File: src/rtl/line_scan_ctrl_if.sv
// Handshake and status bundle between a line-scan controller and its frame sequencer.
// The controller side uses the slave modport; the sequencer (or bench) uses master.
interface line_scan_ctrl_if;
  logic        start;
  logic        test;
  logic        abort;
  logic        end_line;
  logic        line_enb;
  logic        test_mode;
  logic [11:0] line_idx;
  logic        line_start;
  logic        frame_done;
  logic        busy;
  logic        timeout_err;

  modport master (
    output start, test, abort, end_line,
    input  line_enb, test_mode, line_idx, line_start, frame_done, busy, timeout_err
  );

  modport slave (
    input  start, test, abort, end_line,
    output line_enb, test_mode, line_idx, line_start, frame_done, busy, timeout_err
  );
endinterface

File: src/rtl/line_scan_ctrl.sv
// Line-scan frame controller: walks a frame line by line, enabling the pixel counter during
// ACTIVE, inserting a fixed horizontal blank after each line, and guarding each line with a
// watchdog. All outputs come straight from flops.
module line_scan_ctrl #(
  parameter int unsigned HBLANK_CYC   = 16,
  parameter int unsigned LINES_NORMAL = 3072,
  parameter int unsigned LINES_TEST   = 8,
  parameter int unsigned TIMEOUT_CYC  = 4104
) (
  input logic             clk,
  input logic             rst_n,
  line_scan_ctrl_if.slave bus
);

  typedef enum logic [1:0] {StIdle, StActive, StBlank, StDone} state_e;

  localparam logic [11:0] LastNormal = 12'(LINES_NORMAL - 1);
  localparam logic [11:0] LastTest   = 12'(LINES_TEST - 1);
  localparam logic [7:0]  BlankLoad  = 8'(HBLANK_CYC - 1);
  localparam logic [12:0] WdLimit    = 13'(TIMEOUT_CYC - 1);

  state_e      state_q;
  logic [7:0]  blank_q;
  logic [12:0] wd_q;
  logic        test_mode_q;
  logic [11:0] line_idx_q;
  logic        line_enb_q;
  logic        line_start_q;
  logic        frame_done_q;
  logic        busy_q;
  logic        timeout_q;
  logic [11:0] last_line;

  assign last_line = test_mode_q ? LastTest : LastNormal;

  // Frame FSM; every output is set on the transition that leads into the state it belongs to.
  always_ff @(posedge clk or negedge rst_n) begin
    if (!rst_n) begin
      state_q      <= StIdle;
      blank_q      <= '0;
      wd_q         <= '0;
      test_mode_q  <= 1'b0;
      line_idx_q   <= '0;
      line_enb_q   <= 1'b0;
      line_start_q <= 1'b0;
      frame_done_q <= 1'b0;
      busy_q       <= 1'b0;
      timeout_q    <= 1'b0;
    end else begin
      line_start_q <= 1'b0;
      frame_done_q <= 1'b0;
      case (state_q)
        StIdle: begin
          // abort in IDLE blocks start; test is only sampled with an accepted start
          if (bus.start && !bus.abort) begin
            state_q      <= StActive;
            test_mode_q  <= bus.test;
            line_idx_q   <= '0;
            timeout_q    <= 1'b0;
            wd_q         <= '0;
            line_enb_q   <= 1'b1;
            line_start_q <= 1'b1;
            busy_q       <= 1'b1;
          end
        end
        StActive: begin
          // abort beats end_line, and end_line beats the watchdog
          if (bus.abort) begin
            state_q    <= StIdle;
            line_enb_q <= 1'b0;
            busy_q     <= 1'b0;
          end else if (bus.end_line) begin
            state_q    <= StBlank;
            blank_q    <= BlankLoad;
            line_enb_q <= 1'b0;
          end else if (wd_q == WdLimit) begin
            state_q    <= StIdle;
            line_enb_q <= 1'b0;
            busy_q     <= 1'b0;
            timeout_q  <= 1'b1;
          end else begin
            wd_q <= wd_q + 13'd1;
          end
        end
        StBlank: begin
          if (bus.abort) begin
            state_q <= StIdle;
            busy_q  <= 1'b0;
          end else if (blank_q == 8'd0) begin
            if (line_idx_q == last_line) begin
              state_q      <= StDone;
              frame_done_q <= 1'b1;
            end else begin
              state_q      <= StActive;
              line_idx_q   <= line_idx_q + 12'd1;
              wd_q         <= '0;
              line_enb_q   <= 1'b1;
              line_start_q <= 1'b1;
            end
          end else begin
            blank_q <= blank_q - 8'd1;
          end
        end
        StDone: begin
          state_q <= StIdle;
          busy_q  <= 1'b0;
        end
        default: begin
          state_q    <= StIdle;
          line_enb_q <= 1'b0;
          busy_q     <= 1'b0;
        end
      endcase
    end
  end

  assign bus.line_enb    = line_enb_q;
  assign bus.test_mode   = test_mode_q;
  assign bus.line_idx    = line_idx_q;
  assign bus.line_start  = line_start_q;
  assign bus.frame_done  = frame_done_q;
  assign bus.busy        = busy_q;
  assign bus.timeout_err = timeout_q;

endmodule

File: src/flat_wrapper.sv
// flat-port wrapper written by rule: the top's interface ports become plain ports
module line_scan_ctrl_flat 
#(
  parameter int unsigned HBLANK_CYC   = 16,
  parameter int unsigned LINES_NORMAL = 3072,
  parameter int unsigned LINES_TEST   = 8,
  parameter int unsigned TIMEOUT_CYC  = 4104
)
  (clk, rst_n, bus_start, bus_test, bus_abort, bus_end_line, bus_line_enb, bus_test_mode, bus_line_idx, bus_line_start, bus_frame_done, bus_busy, bus_timeout_err);
  line_scan_ctrl_if bus_i ();
  input logic clk;
  input logic rst_n;
  input wire logic [$bits(bus_i.start)-1:0] bus_start;
  input wire logic [$bits(bus_i.test)-1:0] bus_test;
  input wire logic [$bits(bus_i.abort)-1:0] bus_abort;
  input wire logic [$bits(bus_i.end_line)-1:0] bus_end_line;
  output wire logic [$bits(bus_i.line_enb)-1:0] bus_line_enb;
  output wire logic [$bits(bus_i.test_mode)-1:0] bus_test_mode;
  output wire logic [$bits(bus_i.line_idx)-1:0] bus_line_idx;
  output wire logic [$bits(bus_i.line_start)-1:0] bus_line_start;
  output wire logic [$bits(bus_i.frame_done)-1:0] bus_frame_done;
  output wire logic [$bits(bus_i.busy)-1:0] bus_busy;
  output wire logic [$bits(bus_i.timeout_err)-1:0] bus_timeout_err;
  assign bus_i.start = bus_start;
  assign bus_i.test = bus_test;
  assign bus_i.abort = bus_abort;
  assign bus_i.end_line = bus_end_line;
  assign bus_line_enb = bus_i.line_enb;
  assign bus_test_mode = bus_i.test_mode;
  assign bus_line_idx = bus_i.line_idx;
  assign bus_line_start = bus_i.line_start;
  assign bus_frame_done = bus_i.frame_done;
  assign bus_busy = bus_i.busy;
  assign bus_timeout_err = bus_i.timeout_err;
  line_scan_ctrl #(.HBLANK_CYC(HBLANK_CYC), .LINES_NORMAL(LINES_NORMAL), .LINES_TEST(LINES_TEST), .TIMEOUT_CYC(TIMEOUT_CYC)) u_core (.clk(clk), .rst_n(rst_n), .bus(bus_i));
endmodule
File: config.mk
export PLATFORM = sky130hd
export DESIGN_NAME = line_scan_ctrl_flat
export DESIGN_NICKNAME = d
export VERILOG_FILES = /design/src/rtl/line_scan_ctrl_if.sv /design/src/rtl/line_scan_ctrl.sv /design/src/flat_wrapper.sv
export SDC_FILE = /design/constraint.sdc
export NUM_CORES = 1
export LEC_CHECK = 0
export CAP_MARGIN = 20
export CORE_MARGIN = 3
export CORE_UTILIZATION = 40
export CTS_BUF_LIST = sky130_fd_sc_hd__clkbuf_16
export DETAILED_ROUTE_END_ITERATION = 8
export HOLD_SLACK_MARGIN = 0.12
export PLACE_DENSITY = 0.65
export SLEW_MARGIN = 40
export SYNTH_ARGS = -nofsm -noshare
export SYNTH_HDL_FRONTEND = slang
export SYNTH_SLANG_ARGS = --single-unit
File: constraint.sdc
create_clock -name clk -period 3.05 [get_ports clk]
set_clock_uncertainty 0.15 [all_clocks]
set_input_delay 0.7625 -clock clk [delete_from_list [all_inputs] [get_ports clk]]
set_output_delay 0.7625 -clock clk [all_outputs]
set_load 0.03 [all_outputs]
==> reports/qor.yml <==
drt_wl_total_um: 5476
cts_made_buffers: 5
die_w_um: 83.52
fin_tns_setup_ps: 0
p_clk_share_pct: 29.0
n_antenna_cell: 0
io_buffers: 23
synth_cell_types: 59
routedWlPerCell_um: 15.17
vdd_ir_drop_max_v: 0.0002983
cp_max_fo: 11
synthToLayoutAreaGrowth_pct: 18.53
combPwrFrac_pct: 29.8
grt_usage_pct: 16.11
dp_hpwl_um: 3803
worstPathRequired_ps: 3060
worstPathArrival_ps: 2710
path_clk_slew_ps: 60
ys.warnings.count: 0
rows: 27
total_power_mw: 1.777
post-cts-setup-buffers: 0
ys.flop_type: "dfrtp_1"
grt_pass1_wl_um: 9418
final_common_cell: "dfrtp_1"
max_freq_ghz: 0.3711
dieHeight_um: 83.52
period_minus_slack_ps: 2695
slew_headroom_pct: 55.66
drtIter0Drc: 104
setup_viol: 0
p_leak_nw: 1.173
grt_max_degree: 42
insertion_delay_ps: 290
netlist_area_mm2: 0.002404
ys_seq_area_share_pct: 42.69
drive_gt1_share_pct: 12.11
cts_root_buf: "clkbuf_16"
p_int_mw: 1.138
cp-end-kind: "register"
synth_seq_cells: 41
cap_violations: 0
cts.htree.levels: 2
holdBufCountCts: 0
period_share_pct: 88.35
overflow: 0
pwr-share-seq_pct: 41.2
pin_count: 24
p_per_area_mw_per_mm2: 623.7
cts.sinks: 41
path_class: "input pin to register"
fin_nets: 298
synth_area_per_cell_um2: 9.174
p_sw_share_pct: 35.96
cts_resized: 0
synth_edf_count: 0
drtAntennaViolNets: 0
cts_buffer_depth: 2
place.gp.congestion: 0.8105
rsz0062_at_grt: "false"
hold_class: "input pin to async pin"
startpoint_type: "input pin"
start_util_pct: 42.35
core_region_area_mm2: 0.005675
antenna_found_initial: 0
status: "finished clean"
route.detailed.drc: 0
first_global_vias: 1942
num_vias: 2089
syn_nets: 272
tightest_slew_ps: 663.7
hold_violations: 0
power.switching_uw: 638.9
cts_tree: "done"
dr.pass1.iters: 4
via_per_inst: 5.787
dieArea_mm2: 0.006975
syn_inst: 262
final_max_slew_viol_count: 0
layout_common_cells: "dfrtp_1, nand2_1, clkdlybuf4s50_1, o21ai_0, nor2_1"
fillCellCount: 536
async_flop_share_pct: 100.0
-- metal layers --
| layer | vias to the layer above | GRT usage [%] | share of wire [%] |
|---|---|---|---|
| met1 | 1009 | 21.94 | 48 |
| met4 | 0 | 5.117 | 0.88 |
| met2 | 38 | 26.24 | 48 |
| met5 | - | 0 | 0 |
| met3 | 6 | 2.665 | 3.2 |
| li1 | 1036 | - | - |
-- flip-flops by register name, indices dropped and copies added, names as in the netlist --
name and flops:
u_core.bus.timeout_err 1, u_core.bus.frame_done 1, u_core.bus.line_enb 1, u_core.state_q 2, u_core.blank_q 8, u_core.bus.test_mode 1
u_core.wd_q 13, u_core.bus.line_idx 12, u_core.bus.line_start 1, u_core.bus.busy 1
-- stage by stage --
step	area [um2]	hold slack (ps)	util [%]	instances	setup WS (ps)
after floorplan	2404	316.9	-	262	508.9
after global placement	2704	350.2	47.64	353	86.91
after detailed placement	2706	367.2	47.69	353	53.73
after CTS	2849	328.2	50.20	361	340.3
after global routing	2849	349.6	50.20	361	274.1
final	2849	296.8	50.20	361	355.3
-- synthesized netlist by cell type, drive strengths merged (3+ instances only) --
cell	number	area [um2]
a21oi	10	50.05
a211o	3	26.28
a21o	4	33.79
nor4	7	58.81
inv	8	30.03
ha	4	50.05
o21a	4	31.28
clkbuf	6	26.28
o211ai	4	30.03
nor2b	5	31.28
o22a	4	40.04
nand2	25	93.84
nor2	20	75.07
or3	6	48.80
dfrtp	41	1026
and2	3	18.77
nand3	18	95.09
a31oi	12	75.07
nor3	11	55.05
buf	5	40.04
o21ai	22	110.1
o31ai	3	22.52
-- final cells by class --
type	count	area (um2)	area share (%)
timing repair buffer	31	287.8	10.10
tap	72	90.09	3.162
clock buffer	5	125.1	4.392
inverter	8	30.03	1.054
clock inverter	3	17.52	0.6148
sequential	41	1026	36.01
multi-input combinational	201	1272	44.66
-- critical path: stages --
cell and delay [ps]:
clkdlybuf4s50_1 440, nor3b_1 330, nand3_2 120, o21a_2 180, or3_4 470, a221o_2 400
-- cells by family (layout without fill, tap and decap cells) --
logic type                 after synthesis  after routing  share of synthesized area (%)
AOI/OAI and AO/OA                       81             81                          23.74
xor gates and xnor gates                 1              1                         0.3645
adders and majority gates                4              4                          2.082
buffers and inverters                   20             47                          4.373
DFF                                     41             41                          42.69
muxes                                    3              3                          1.301
and+or+nand+nor                        112            112                          25.46
-- final timing paths --
kind,to,startpoint,slack (ps),cells after the start
worst max-delay path,u_core.wd_q[10],bus_abort,360,6
worst min register to register,u_core.blank_q[0],u_core.blank_q[0],370,1
worst max register to register,u_core.wd_q[10],u_core.blank_q[0],640,7
worst min-delay path,u_core.blank_q[6],rst_n,300,1
max in group asynchronous,u_core.bus.test_mode,rst_n,2080,1
min in group clk,u_core.blank_q[0],u_core.blank_q[0],370,1
-- power by group through the flow --
stage	sequential, mW	clock (mW)	combinational, mW
after floorplan	0.765	0	0.348
after global placement	0.738	0	0.530
after detailed placement	0.739	0	0.536
after CTS	0.730	0.525	0.537
after global routing	0.749	0.551	0.582
final	0.732	0.515	0.530
No activity file was read; power rests on OpenSTA's default activity.
